<file path="src/rtl/axis_alu_arbiter.sv">
// Round-robin arbiter that shares one ALU among several AXI-Stream requesters,
// limits beats in flight, and routes tagged results back to the originating lane.
module axis_alu_arbiter #(
  parameter int REQUESTERS      = 4,
  parameter int OP0_WIDTH       = 16,
  parameter int OP1_WIDTH       = 16,
  parameter int RSLT_WIDTH      = OP0_WIDTH + OP1_WIDTH - 1,
  parameter int ID_WIDTH        = 8,
  parameter int MAX_OUTSTANDING = 8,
  parameter int LOCK_LAST       = 1
) (
  input  logic                             clk,
  input  logic                             rst,
  input  logic [REQUESTERS*OP0_WIDTH-1:0]  s_req_tdata_op0,
  input  logic [REQUESTERS*OP1_WIDTH-1:0]  s_req_tdata_op1,
  input  logic [REQUESTERS-1:0]            s_req_tlast,
  input  logic [REQUESTERS-1:0]            s_req_tvalid,
  output logic [REQUESTERS-1:0]            s_req_tready,
  output logic [OP0_WIDTH-1:0]             m_alu_tdata_op0,
  output logic [OP1_WIDTH-1:0]             m_alu_tdata_op1,
  output logic                             m_alu_tlast,
  output logic [ID_WIDTH-1:0]              m_alu_tid,
  output logic                             m_alu_tvalid,
  input  logic                             m_alu_tready,
  input  logic [RSLT_WIDTH-1:0]            s_alu_tdata,
  input  logic                             s_alu_tlast,
  input  logic [ID_WIDTH-1:0]              s_alu_tid,
  input  logic                             s_alu_tvalid,
  output logic                             s_alu_tready,
  output logic [REQUESTERS*RSLT_WIDTH-1:0] m_rsp_tdata,
  output logic [REQUESTERS-1:0]            m_rsp_tlast,
  output logic [REQUESTERS-1:0]            m_rsp_tvalid,
  input  logic [REQUESTERS-1:0]            m_rsp_tready,
  output logic [7:0]                       outstanding,
  output logic                             err_bad_id
);

  localparam int IDX_W = $clog2(REQUESTERS);

  generate
    if (ID_WIDTH < IDX_W) begin : g_bad_id_width
      $error("axis_alu_arbiter: ID_WIDTH too small to encode REQUESTERS");
    end
    if (REQUESTERS < 2 || REQUESTERS > 16) begin : g_bad_requesters
      $error("axis_alu_arbiter: REQUESTERS must be in 2..16");
    end
    if (MAX_OUTSTANDING < 1 || MAX_OUTSTANDING > 255) begin : g_bad_max_outstanding
      $error("axis_alu_arbiter: MAX_OUTSTANDING must be in 1..255");
    end
  endgenerate

  typedef enum logic {
    IDLE  = 1'b0,
    GRANT = 1'b1
  } state_t;

  state_t            state, state_nxt;
  logic [IDX_W-1:0]  gnt, gnt_nxt;
  logic [IDX_W-1:0]  rr_ptr, rr_ptr_nxt;
  logic [7:0]        outstanding_q;
  logic              room;
  logic              alu_hs;
  logic              rsp_hs;
  logic              tid_ok;
  logic [IDX_W-1:0]  rsp_lane;

  // First valid requester strictly after ptr, wrapping; lowest distance wins.
  function automatic logic [IDX_W-1:0] rr_pick(input logic [IDX_W-1:0]      ptr,
                                               input logic [REQUESTERS-1:0] vld);
    logic [IDX_W-1:0] pick;
    pick = ptr;
    for (int k = REQUESTERS; k >= 1; k--) begin
      int idx;
      idx = (int'(ptr) + k) % REQUESTERS;
      if (vld[idx]) pick = IDX_W'(idx);
    end
    return pick;
  endfunction

  // In-flight count update: simultaneous issue and return cancel, floor at zero.
  function automatic logic [7:0] sat_count(input logic [7:0] cnt,
                                           input logic       inc,
                                           input logic       dec);
    logic [7:0] res;
    res = cnt;
    case ({inc, dec})
      2'b10:   res = (cnt < 8'(MAX_OUTSTANDING)) ? cnt + 8'd1 : cnt;
      2'b01:   res = (cnt == 8'd0) ? 8'd0 : cnt - 8'd1;
      default: res = cnt;
    endcase
    return res;
  endfunction

  assign room        = outstanding_q < 8'(MAX_OUTSTANDING);
  assign outstanding = outstanding_q;

  always_comb begin
    s_req_tready = '0;
    m_alu_tvalid = 1'b0;
    if (state == GRANT) begin
      m_alu_tvalid      = s_req_tvalid[gnt] && room;
      s_req_tready[gnt] = m_alu_tready && room;
    end
  end

  assign m_alu_tdata_op0 = s_req_tdata_op0[int'(gnt)*OP0_WIDTH +: OP0_WIDTH];
  assign m_alu_tdata_op1 = s_req_tdata_op1[int'(gnt)*OP1_WIDTH +: OP1_WIDTH];
  assign m_alu_tlast     = s_req_tlast[gnt];
  assign m_alu_tid       = ID_WIDTH'(gnt);
  assign alu_hs          = m_alu_tvalid && m_alu_tready;

  // Extra bit keeps the compare exact when REQUESTERS is a full power of two.
  assign tid_ok   = {1'b0, s_alu_tid} < (ID_WIDTH+1)'(REQUESTERS);
  assign rsp_lane = s_alu_tid[IDX_W-1:0];

  always_comb begin
    m_rsp_tvalid = '0;
    s_alu_tready = 1'b1;
    if (tid_ok) begin
      m_rsp_tvalid[rsp_lane] = s_alu_tvalid;
      s_alu_tready           = m_rsp_tready[rsp_lane];
    end
  end

  assign m_rsp_tdata = {REQUESTERS{s_alu_tdata}};
  assign m_rsp_tlast = {REQUESTERS{s_alu_tlast}};
  assign rsp_hs      = s_alu_tvalid && s_alu_tready;

  always_comb begin
    state_nxt  = state;
    gnt_nxt    = gnt;
    rr_ptr_nxt = rr_ptr;
    case (state)
      IDLE: begin
        if (|s_req_tvalid) begin
          gnt_nxt   = rr_pick(rr_ptr, s_req_tvalid);
          state_nxt = GRANT;
        end
      end
      GRANT: begin
        if (alu_hs && (LOCK_LAST == 0 || s_req_tlast[gnt])) begin
          rr_ptr_nxt = gnt;
          state_nxt  = IDLE;
        end
      end
      default: state_nxt = IDLE;
    endcase
  end

  always_ff @(posedge clk or posedge rst) begin
    if (rst) begin
      state         <= IDLE;
      gnt           <= '0;
      rr_ptr        <= IDX_W'(REQUESTERS - 1);
      outstanding_q <= '0;
      err_bad_id    <= 1'b0;
    end else begin
      state         <= state_nxt;
      gnt           <= gnt_nxt;
      rr_ptr        <= rr_ptr_nxt;
      outstanding_q <= sat_count(outstanding_q, alu_hs, rsp_hs);
      // Unknown tags and results nobody is waiting for are both protocol errors.
      if (rsp_hs && (!tid_ok || outstanding_q == 8'd0)) err_bad_id <= 1'b1;
    end
  end

endmodule

</file>
<file path="config.mk">
export PLATFORM = sky130hd
export DESIGN_NAME = axis_alu_arbiter
export DESIGN_NICKNAME = d
export VERILOG_FILES = /design/src/rtl/axis_alu_arbiter.sv
export SDC_FILE = /design/constraint.sdc
export NUM_CORES = 1
export LEC_CHECK = 0
export BUFFER_PORTS_ARGS = -buffer_cell sky130_fd_sc_hd__buf_4
export CORE_AREA = 2 2 145 147
export CTS_CLUSTER_SIZE = 10
export DETAILED_ROUTE_END_ITERATION = 10
export DIE_AREA = 0 0 147 149
export GPL_TIMING_DRIVEN = 0
export SLEW_MARGIN = 20
export SYNTH_ARGS = -nofsm -noshare
export SYNTH_HDL_FRONTEND = slang
export SYNTH_SLANG_ARGS = --single-unit
export TNS_END_PERCENT = 5
</file>
<file path="constraint.sdc">
create_clock -name clk -period 2.2 [get_ports clk]
set_input_delay 0.44 -clock clk [delete_from_list [all_inputs] [get_ports clk]]
set_output_delay 0.44 -clock clk [all_outputs]
set_load 0.01 [all_outputs]
</file>
==> impl_results.md, run 1 <==
* Setup TNS Final at -0.0136 ns
* Gpl congestion at 0.712
* Crit. End Element: output port
* DR iter-0 viols at 148
* Crit Reg-Reg Endpoint: outstanding[7]$_DFFE_PP0P_
* Sw Share at 39.0%
* Crit path largest cell delay at 0.57 ns
* Fin crit period at 2.21 ns
* Final Util at 28.9%
* Finished Layout Cells at 908
* Clock latency on the worst-skew pair at 0.24 ns
* Reg clk slew, reported paths at 0.05 ns
* Number of global-route vias before repair at 2856
* Initial antenna violation count at 7
* Ys async rst share at 100%
* GRT Util Overall at 11.4%
* Critical Path AT at 1.77 ns
* Via Count at 3273
* DRT Wirelength at 14000 µm
* Port buffer count at 333
* Ports at 372
* CTS Buf Count at 3
* Crit path launch type: input pin
* CTS sink cnt at 14
* Crit-path most repeated cell: buf_4
* Highest Clock Rate at 452 MHz
* Tightest Hold Check Type: input pin to async pin
* DP HPWL at 12700 µm
* CTS tree: done
* Max VDD drop at 0.299 mV
* H-Tree Depth at 1
* Routed Antenna Nets at 0
* Ratio of final minimum period to clock period at 101%
* Cells after DPL at 899
* Slew of the pin with the lowest slew margin at 0.571 ns
* Starting density of the core at 13.6%
* Drt drc at 0
* Yosys warning total at 0
* Net count, final at 817
* Max Cap Viol at 0
* Final Setup Violations at 1
* FP Rows at 53
* Syn avg cell area at 9.77 µm²
* Grt ovf at 0
* Post-synth EDFFs at 0
* Critical path class: input pin to output port
* Vias per inst at 3.60
* Die ar. at 21900 µm²
* Share of cells above drive strength 1 at 84.4%
* Slew Limit Fails at 0
* CTS Buffer Depth at 2
* Hold-fix buffers at CTS at 0
* Clock share of power at 8.9%
* Power Density at 718 nW/µm²
* Pre-CTS setup slack at -0.528 ns
* Switching power at 1.66 mW
* Worst setup margin at -0.0136 ns
* First-pass GRT wire length at 18900 µm
* Worst clock skew at 0.00156 ns
* RSZ-0062 raised after global routing: true
* Root buf cell: clkbuf_16
* #FFs+latches synth at 14
* Die X at 147 µm
* Int Pwr at 2.60 mW
* Worst reg2reg path depth at 6
* Reg2Reg Launch Point: gnt[1]$_DFFE_PP0P_
* Failing checks: negative setup slack
* Pre-Repair DR Iteration Count at 4
* P_leak at 3.03 nW
* Slowest cell on the critical path: or4_4
* Crit path cell chain: buf_4, or4_4, nor3_4, nand2_2, nor3b_2, buf_4
* Synthesized instance count at 286
* CP max FO at 4
* Commonest register cell after synthesis: dfrtp_1
* Critical Path RT at 1.76 ns
* Gate power share at 76.8%
* Power Total at 4.26 mW
* Core area at 20600 µm²
* Post-Syn Area at 2790 µm²
* Flop pwr share at 14.3%
* Status: finished, violations left
* Layout area overhead at 112%
* Slew margin rel. at 61.9%
* Final Hold Vio Count at 0
* Die Ht at 149 µm
* Yosys cell types at 42
* Largest net degree at the start of global routing at 15
* Drt wl/cell at 15.5 µm
* Register-to-register path setup slack at 0.18 ns
* Sequential area share after synthesis at 12.6%
[through the flow]
stage               hold slack [ns]  cell area (µm²)
floorplan                     0.328             2810
global placement              0.464             5660
detailed placement            0.470             5660
CTS                           0.272             5840
global route                  0.310             5920
finish                        0.258             5930
[metal layers]
metal / track usage, % / wire, µm / up-vias
li1: - / - / 1587
met1: 14.7 / 5680 / 1512
met2: 18.3 / 6790 / 168
met3: 5.17 / 1560 / 4
met4: 0.721 / 4 / 2
met5: 0 / 10 / -
[state kept, by name, summed over array words and instances, names as in the netlist]
signal,count
rr_ptr,2
gnt,2
err_bad_id,1
state,1
outstanding,8
[area by class of cell]
type	instances	area (µm²)
Antenna cell	4	10.0
Buffer	145	1130
Sequential cell	14	355
Inverter	6	22.5
Timing Repair Buffer	334	2580
Tap cell	275	344
Multi-Input combinational cell	126	1400
Clock buffer	4	88.8
Fill cell	2216	14600
[what timing repair did]
action	4_1_cts	5_1_grt
setup endpoints to repair	42	26
gates cloned	0	0
setup buffers	0	1
gates resized for setup	29	21
pin swaps	1	1
[worst max-delay path, delay by kind of cell]
kind	cells	cell delay (ns)
buf+inv	2	0.26
simple gates	4	1.08
[cell families (layout without fill, tap and decap cells)]
logic type               Yosys count  after routing  synth area share (%)
XOR/XNOR                           1              1                 0.314
other                              1             10                 0.134
multiplexers                      38             38                  29.4
adder cells (fa/ha/maj)            3              3                  1.34
AND/OR/NAND/NOR                   49             49                  9.94
buffers and inverters            151            489                  39.0
AO/OA/AOI/OAI                     29             29                  7.26
flip-flops                        14             14                  12.6
[power groups by stage]
stage	clock [mW]	sequential [mW]	combinational (mW)
after global placement	0	0.590	3.00
after floorplan	0	0.564	1.63
after CTS	0.385	0.610	3.14
final	0.379	0.608	3.27
after global routing	0.403	0.638	3.50
after detailed placement	0	0.593	3.00
[worst max-delay path by stage]
stage                       startpoint  cells after the start                   to
floorplan                 s_alu_tid[5]                      4      m_rsp_tvalid[2]
global placement    gnt[1]$_DFFE_PP0P_                      4  m_alu_tdata_op0[15]
detailed placement  gnt[1]$_DFFE_PP0P_                      4  m_alu_tdata_op0[15]
CTS                 gnt[0]$_DFFE_PP0P_                      4   m_alu_tdata_op0[5]
global route              s_alu_tid[5]                      6      m_rsp_tvalid[2]
finish                    s_alu_tid[5]                      6      m_rsp_tvalid[2]
[synth_stat cells, drive strengths merged (2+ instances only)]
master	instances	area share (%)
buf	141	38
mux4	35	28
dfrtp	12	11
o21ai	11	2.0
nand2	10	1.3
nor2	9	1.2
inv	6	0.81
nor3	5	0.90
nor3b	5	1.3
a21oi	4	0.72
clkbuf	4	0.54
nor4	4	1.1
ha	3	1.3
mux2	3	1.2
nand2b	3	0.67
a21o	2	0.54
a221oi	2	0.63
a31oi	2	0.45
and3	2	0.45
and4	2	0.63
dfstp	2	1.9
nand4	2	0.45
o22ai	2	0.45
o41ai	2	1.3
or4	2	0.67
[cell usage in the layout (no fill, tap or decap), types with 3 or more instances in the layout]
| cell type | count |
|---|---|
| o21ai_0 | 11 |
| nand2_1 | 9 |
| clkbuf_16 | 3 |
| dfrtp_1 | 10 |
| diode_2 | 4 |
| ha_1 | 3 |
| a21oi_1 | 4 |
| nor3b_1 | 3 |
| conb_1 | 6 |
| nand2b_1 | 3 |
| nor3_1 | 4 |
| buf_4 | 451 |
| mux2_2 | 3 |
| mux4_2 | 35 |
| buf_6 | 22 |
| buf_12 | 3 |
| inv_1 | 6 |
| nor4_1 | 3 |
| nor2_1 | 9 |
Power figures use the tool's default switching activity.
==> run 2: changes to the inputs <==
- CTS_BUF_LIST: unset -> sky130_fd_sc_hd__clkbuf_2
==> impl_results.md, run 2 (same netlist as run 1, synthesis figures left out) <==
* First-pass GRT wire length at 18900 µm
* RSZ-0062 raised after global routing: true
* Drt drc at 0
* Max Cap Viol at 0
* Drt wl/cell at 15.5 µm
* Crit-path most repeated cell: buf_12
* Cells after DPL at 899
* Crit path cell chain: buf_12, buf_12, mux4_2, buf_6
* Slew Limit Fails at 0
* Crit. End Element: output port
* Crit path largest cell delay at 0.54 ns
* Critical path class: flip-flop to output port
* Ports at 372
* Vias per inst at 3.61
* P_leak at 3.02 nW
* Max VDD drop at 0.293 mV
* Slew margin rel. at 61.7%
* WHS at 0.188 ns
* Final Util at 28.8%
* Die Ht at 149 µm
* CTS sink cnt at 14
* Highest Clock Rate at 461 MHz
* Clock latency on the worst-skew pair at 0.29 ns
* DP HPWL at 12700 µm
* FP Rows at 53
* Max reg flops at 8
* Tightest Hold Check Type: input pin to async pin
* DRT Wirelength at 14100 µm
* Core area at 20600 µm²
* Gpl congestion at 0.712
* Number of global-route vias before repair at 2867
* Reg clk slew, reported paths at 0.15 ns
* Initial antenna violation count at 7
* Critical Path RT at 1.76 ns
* Most frequent cells in the layout: buf_4 (449), mux4_2 (35), buf_6 (26), o21ai_0 (11)
* CP max FO at 10
* Status: complete, no violations
* Root buf cell: clkbuf_2
* Ratio of final minimum period to clock period at 98.7%
* H-Tree Depth at 1
* Slowest cell on the critical path: mux4_2
* Finished Layout Cells at 911
* Largest net degree at the start of global routing at 15
* Layout area overhead at 112%
* Crit path launch type: flip-flop
* Final Setup Violations at 0
* Critical Path AT at 1.73 ns
* Die X at 147 µm
* Fin crit period at 2.17 ns
* Starting density of the core at 13.6%
* Pre-Repair DR Iteration Count at 4
* Worst clock skew at 0.0175 ns
* Port buffer count at 333
* GRT Util Overall at 11.3%
* DR iter-0 viols at 135
* Post-route cell area at 5930 µm²
* Net count, final at 820
* Final Hold Vio Count at 0
* Share of cells above drive strength 1 at 85.4%
* Commonest non-fill, non-tap cell in the layout: buf_4
* Slew of the pin with the lowest slew margin at 0.573 ns
* CTS tree: done
* Power Density at 685 nW/µm²
* Buf+Inv Stages, Crit Path at 3
* Post-DP Area at 5660 µm²
* Family with the most delay on the worst path: multiplexers
* CTS Buffer Depth at 2
* Routed Antenna Nets at 0
* Via Count at 3287
* CTS Buf Count at 3
* Die ar. at 21900 µm²
* Grt ovf at 0
-- run 2: power breakdown --
part           internal (mW)  leakage, nW  switching (mW)
registers              0.388        0.154           0.214
clock network         0.0395       0.0141          0.0865
logic                   1.98         2.85            1.35
-- run 2: worst register-to-register path, cell delays in order, from the launching register on --
cell	delay [ns]
dfrtp_2	0.49
mux4_2	0.58
and3_1	0.22
buf_6	0.14
nor2_1	0.15
nand4_1	0.12
o41ai_1	0.26
-- run 2: area by class of cell --
| cell class | instances | area, µm² |
|---|---|---|
| fillers | 2217 | 14600 |
| diodes | 4 | 10.0 |
| multi-input cells | 126 | 1420 |
| plain buffers | 145 | 1140 |
| clock inverters | 1 | 3.75 |
| flip-flops and latches | 14 | 359 |
| clock buffers | 3 | 15.0 |
| repair buffers | 337 | 2620 |
| inverters | 6 | 22.5 |
| well taps | 275 | 344 |
-- run 2: worst paths after layout --
path,from,to,cells past startpoint,slack (ns)
setup reg to reg,gnt[1]$_DFFE_PP0P_,outstanding[7]$_DFFE_PP0P_,6,0.17
hold reg to reg,err_bad_id$_DFFE_PP0P_,err_bad_id$_DFFE_PP0P_,1,0.50
min in group clk,s_alu_tvalid,outstanding[7]$_DFFE_PP0P_,3,0.45
setup / recovery,gnt[0]$_DFFE_PP0P_,m_alu_tdata_op0[5],4,0.03
max in group asynchronous,rst,gnt[1]$_DFFE_PP0P_,2,1.59
hold / removal,rst,outstanding[4]$_DFFE_PP0P_,2,0.19
-- run 2: layer usage --
layer  share of wire [%]  vias to the layer above  GRT usage [%]
met5               0.071                        -              0
met4               0.057                        2          0.577
met3                  11                        4           5.17
met2                  49                      164           18.4
met1                  40                     1522           14.7
li1                    -                     1595              -
-- run 2: timing repair --
item / 4_1_cts / 5_1_grt
setup endpoints to repair: 42 / 29
resized for setup: 36 / 25
pin swaps: 4 / 3
hold buffers: 0 / 0
endpoints found under the hold margin: 0 / 0
setup buffers: 2 / 2
-- run 2: metrics by stage --
step,setup TNS (ns),setup slack [ns],power [mW]
after detailed placement,-9.78,-0.528,3.60
after global routing,-0.661,-0.0641,4.34
after global placement,-9.98,-0.526,3.59
final,0,0.0286,4.06
after floorplan,0,0.0603,2.19
after CTS,-0.0253,-0.0223,3.92
==> run 3: changes to the inputs <==
- ABC_AREA: unset -> 1
==> impl_results.md, run 3 <==
* Area leader, netlist: buf_4
* Tightest Hold Check Type: input pin to async pin
* Gate power share at 87.7%
* Top cells by area, synth: buf_4 (34%), nand3_1 (14%), nand2_1 (12%)
* Post-DP Area at 5830 µm²
* Commonest non-fill, non-tap cell in the layout: buf_4
* P_leak at 3.36 nW
* Int Pwr at 2.63 mW
* Commonest register cell after synthesis: dfrtp_1
* Power Density at 856 nW/µm²
* Largest net degree at the start of global routing at 15
* Slew of the pin with the lowest slew margin at 0.590 ns
* Compound-gate portion of the synthesized area at 11.2%
* CTS Buffer Depth at 2
* Critical Path AT at 1.69 ns
* Switching power at 2.68 mW
* Flop pwr share at 9.8%
* Hold-fix buffers at CTS at 0
* Slew margin rel. at 60.6%
* Critical path class: flip-flop to output port
* Starting density of the core at 14.4%
* Worst setup margin at 0.0687 ns
* Max reg flops at 8
* Die ar. at 21900 µm²
* Net count, final at 1014
* Drt wl/cell at 14.3 µm
* GR Util met2 at 24.3%
* Ratio of final minimum period to clock period at 96.9%
* Worst clock skew at 0.00228 ns
* Post-Syn Area at 2970 µm²
* Routed Antenna Nets at 0
* Mux contribution to synthesized area at 0%
* Sw Share at 50.4%
* Pre-Repair DR Iteration Count at 4
* CTS tree: done
* Yosys top cell area share at 33.9%
* Port buffer count at 333
* DRT Wirelength at 15700 µm
* Setup TNS Final at 0 ns
* #FFs+latches synth at 14
* Die X at 147 µm
* Cells after DPL at 1082
* Post-route cell area at 6200 µm²
* CTS sink cnt at 14
* Met1 GRT Util at 15.9%
* Synthesized-area fraction occupied by xor and xnor cells at 1.77%
* Via Count at 4249
* Ports at 372
* Crit path from: gnt[1]$_DFFE_PP0P_
* Max Cap Viol at 0
* Final Util at 30.2%
* RSZ-0062 raised after global routing: true
* Cell with the most instances after synthesis: buf_4
* Crit Reg-Reg Endpoint: outstanding[0]$_DFFE_PP0P_
* H-Tree Depth at 1
* Met3 usage at 2.97%
* Status: complete, no violations
* Root buf cell: clkbuf_2
* Final Hold Vio Count at 0
* Slew Limit Fails at 0
* Top cells by count, synth: buf_4 (134), nand2_1 (92), nand3_1 (84)
* Highest Clock Rate at 469 MHz
* GRT Util Overall at 13.0%
* Grt ovf at 0
* CTS Buf Count at 3
* Initial antenna violation count at 0
* Clock share of power at 2.5%
* Core area at 20600 µm²
* Fin crit period at 2.13 ns
* Worst reg2reg path depth at 12
* Vias per inst at 3.86
* Crit path launch type: flip-flop
* Largest family of logic cells by synthesized area: buffers and inverters
* GR peak layer: met2
* Antenna Cells at 0
* Simple logic cell fraction of the synthesized area at 33.7%
* Critical Path End: m_alu_tdata_op1[15]
* Yosys cell types at 30
* Share of cells above drive strength 1 at 66.0%
* Synthesized instance count at 469
* Sequential area share after synthesis at 11.9%
* DP HPWL at 13400 µm
* Reg2Reg Launch Point: gnt[1]$_DFFE_PP0P_
* Reg clk slew, reported paths at 0.15 ns
* First-pass GRT wire length at 22500 µm
* Post-synth EDFFs at 0
* Pre-CTS setup slack at -0.307 ns
* Finished Layout Cells at 1101
* Drt drc at 0
* DR iter-0 viols at 165
* CP max FO at 10
* Number of global-route vias before repair at 4032
* WHS at 0.199 ns
* Final Setup Violations at 0
* Gpl congestion at 0.833
* Crit. End Element: output port
* FP Rows at 53
* Critical Path RT at 1.76 ns
* Post-Synth Adder-Cell Area at 1.26%
* Clock latency on the worst-skew pair at 0.29 ns
* Ys async rst share at 100%
* Syn avg cell area at 6.33 µm²
* Most frequent cells in the layout: buf_4 (481), nand2_1 (92), nand3_1 (77), inv_1 (22), a22oi_1 (22)
* Yosys warning total at 0
* Layout area overhead at 109%
* Die Ht at 149 µm
* Register-to-register path setup slack at 0.50 ns
* Power Total at 5.31 mW
* Max VDD drop at 0.521 mV
## run 3: power groups by stage
stage | sequential (mW) | clock (mW) | combinational (mW)
after floorplan | 0.517 | 0 | 2.13
after global placement | 0.517 | 0 | 4.07
after detailed placement | 0.516 | 0 | 4.09
after CTS | 0.515 | 0.140 | 4.58
after global routing | 0.538 | 0.149 | 5.10
final | 0.521 | 0.131 | 4.66
## run 3: layer usage
metal	share of wire, %	up-vias
met5	0	-
met4	0.56	0
met3	9.2	6
met2	52	218
met1	39	1898
li1	-	2127
## run 3: worst min-delay path by stage
| stage | from | end | slack [ns] | cells after the start |
|---|---|---|---|---|
| after floorplan | rst | err_bad_id$_DFFE_PP0P_ | 0.33 | 1 |
| after global placement | err_bad_id$_DFFE_PP0P_ | err_bad_id$_DFFE_PP0P_ | 0.45 | 1 |
| after global routing | rst | outstanding[1]$_DFFE_PP0P_ | 0.22 | 2 |
| final | rst | outstanding[1]$_DFFE_PP0P_ | 0.20 | 2 |
| after CTS | rst | outstanding[1]$_DFFE_PP0P_ | 0.20 | 2 |
| after detailed placement | state$_DFF_PP0_ | state$_DFF_PP0_ | 0.46 | 2 |
## run 3: final cells by class
cell class	count	area (µm²)
timing repair buffer	348	2630
clock buffer	3	15.0
sequential	14	357
tap	275	344
fill	2297	14400
clock inverter	1	3.75
multi-input combinational	281	1570
inverter	27	108
buffer	152	1170
## run 3: cells by family (layout without fill, tap and decap cells)
logic type | Yosys count | after routing
and+or+nand+nor | 216 | 216
buffers and inverters | 179 | 531
AOI/OAI and AO/OA | 50 | 50
DFF | 14 | 14
xor gates and xnor gates | 6 | 6
adders and majority gates | 3 | 3
other | 1 | 6
## run 3: worst max-delay path: stages (launching register included)
cell and delay (ns):
dfrtp_2 0.43, buf_12 0.13, nor2_4 0.03, buf_4 0.14
buf_4 0.17, a22oi_1 0.22, nand3_2 0.11, buf_4 0.16
## run 3: timing repair
item,4_1_cts,5_1_grt
pin swaps,4,2
hold endpoints to repair,0,0
setup buffers,10,2
cloned,3,0
resized for setup,44,21
setup endpoints to repair,36,35
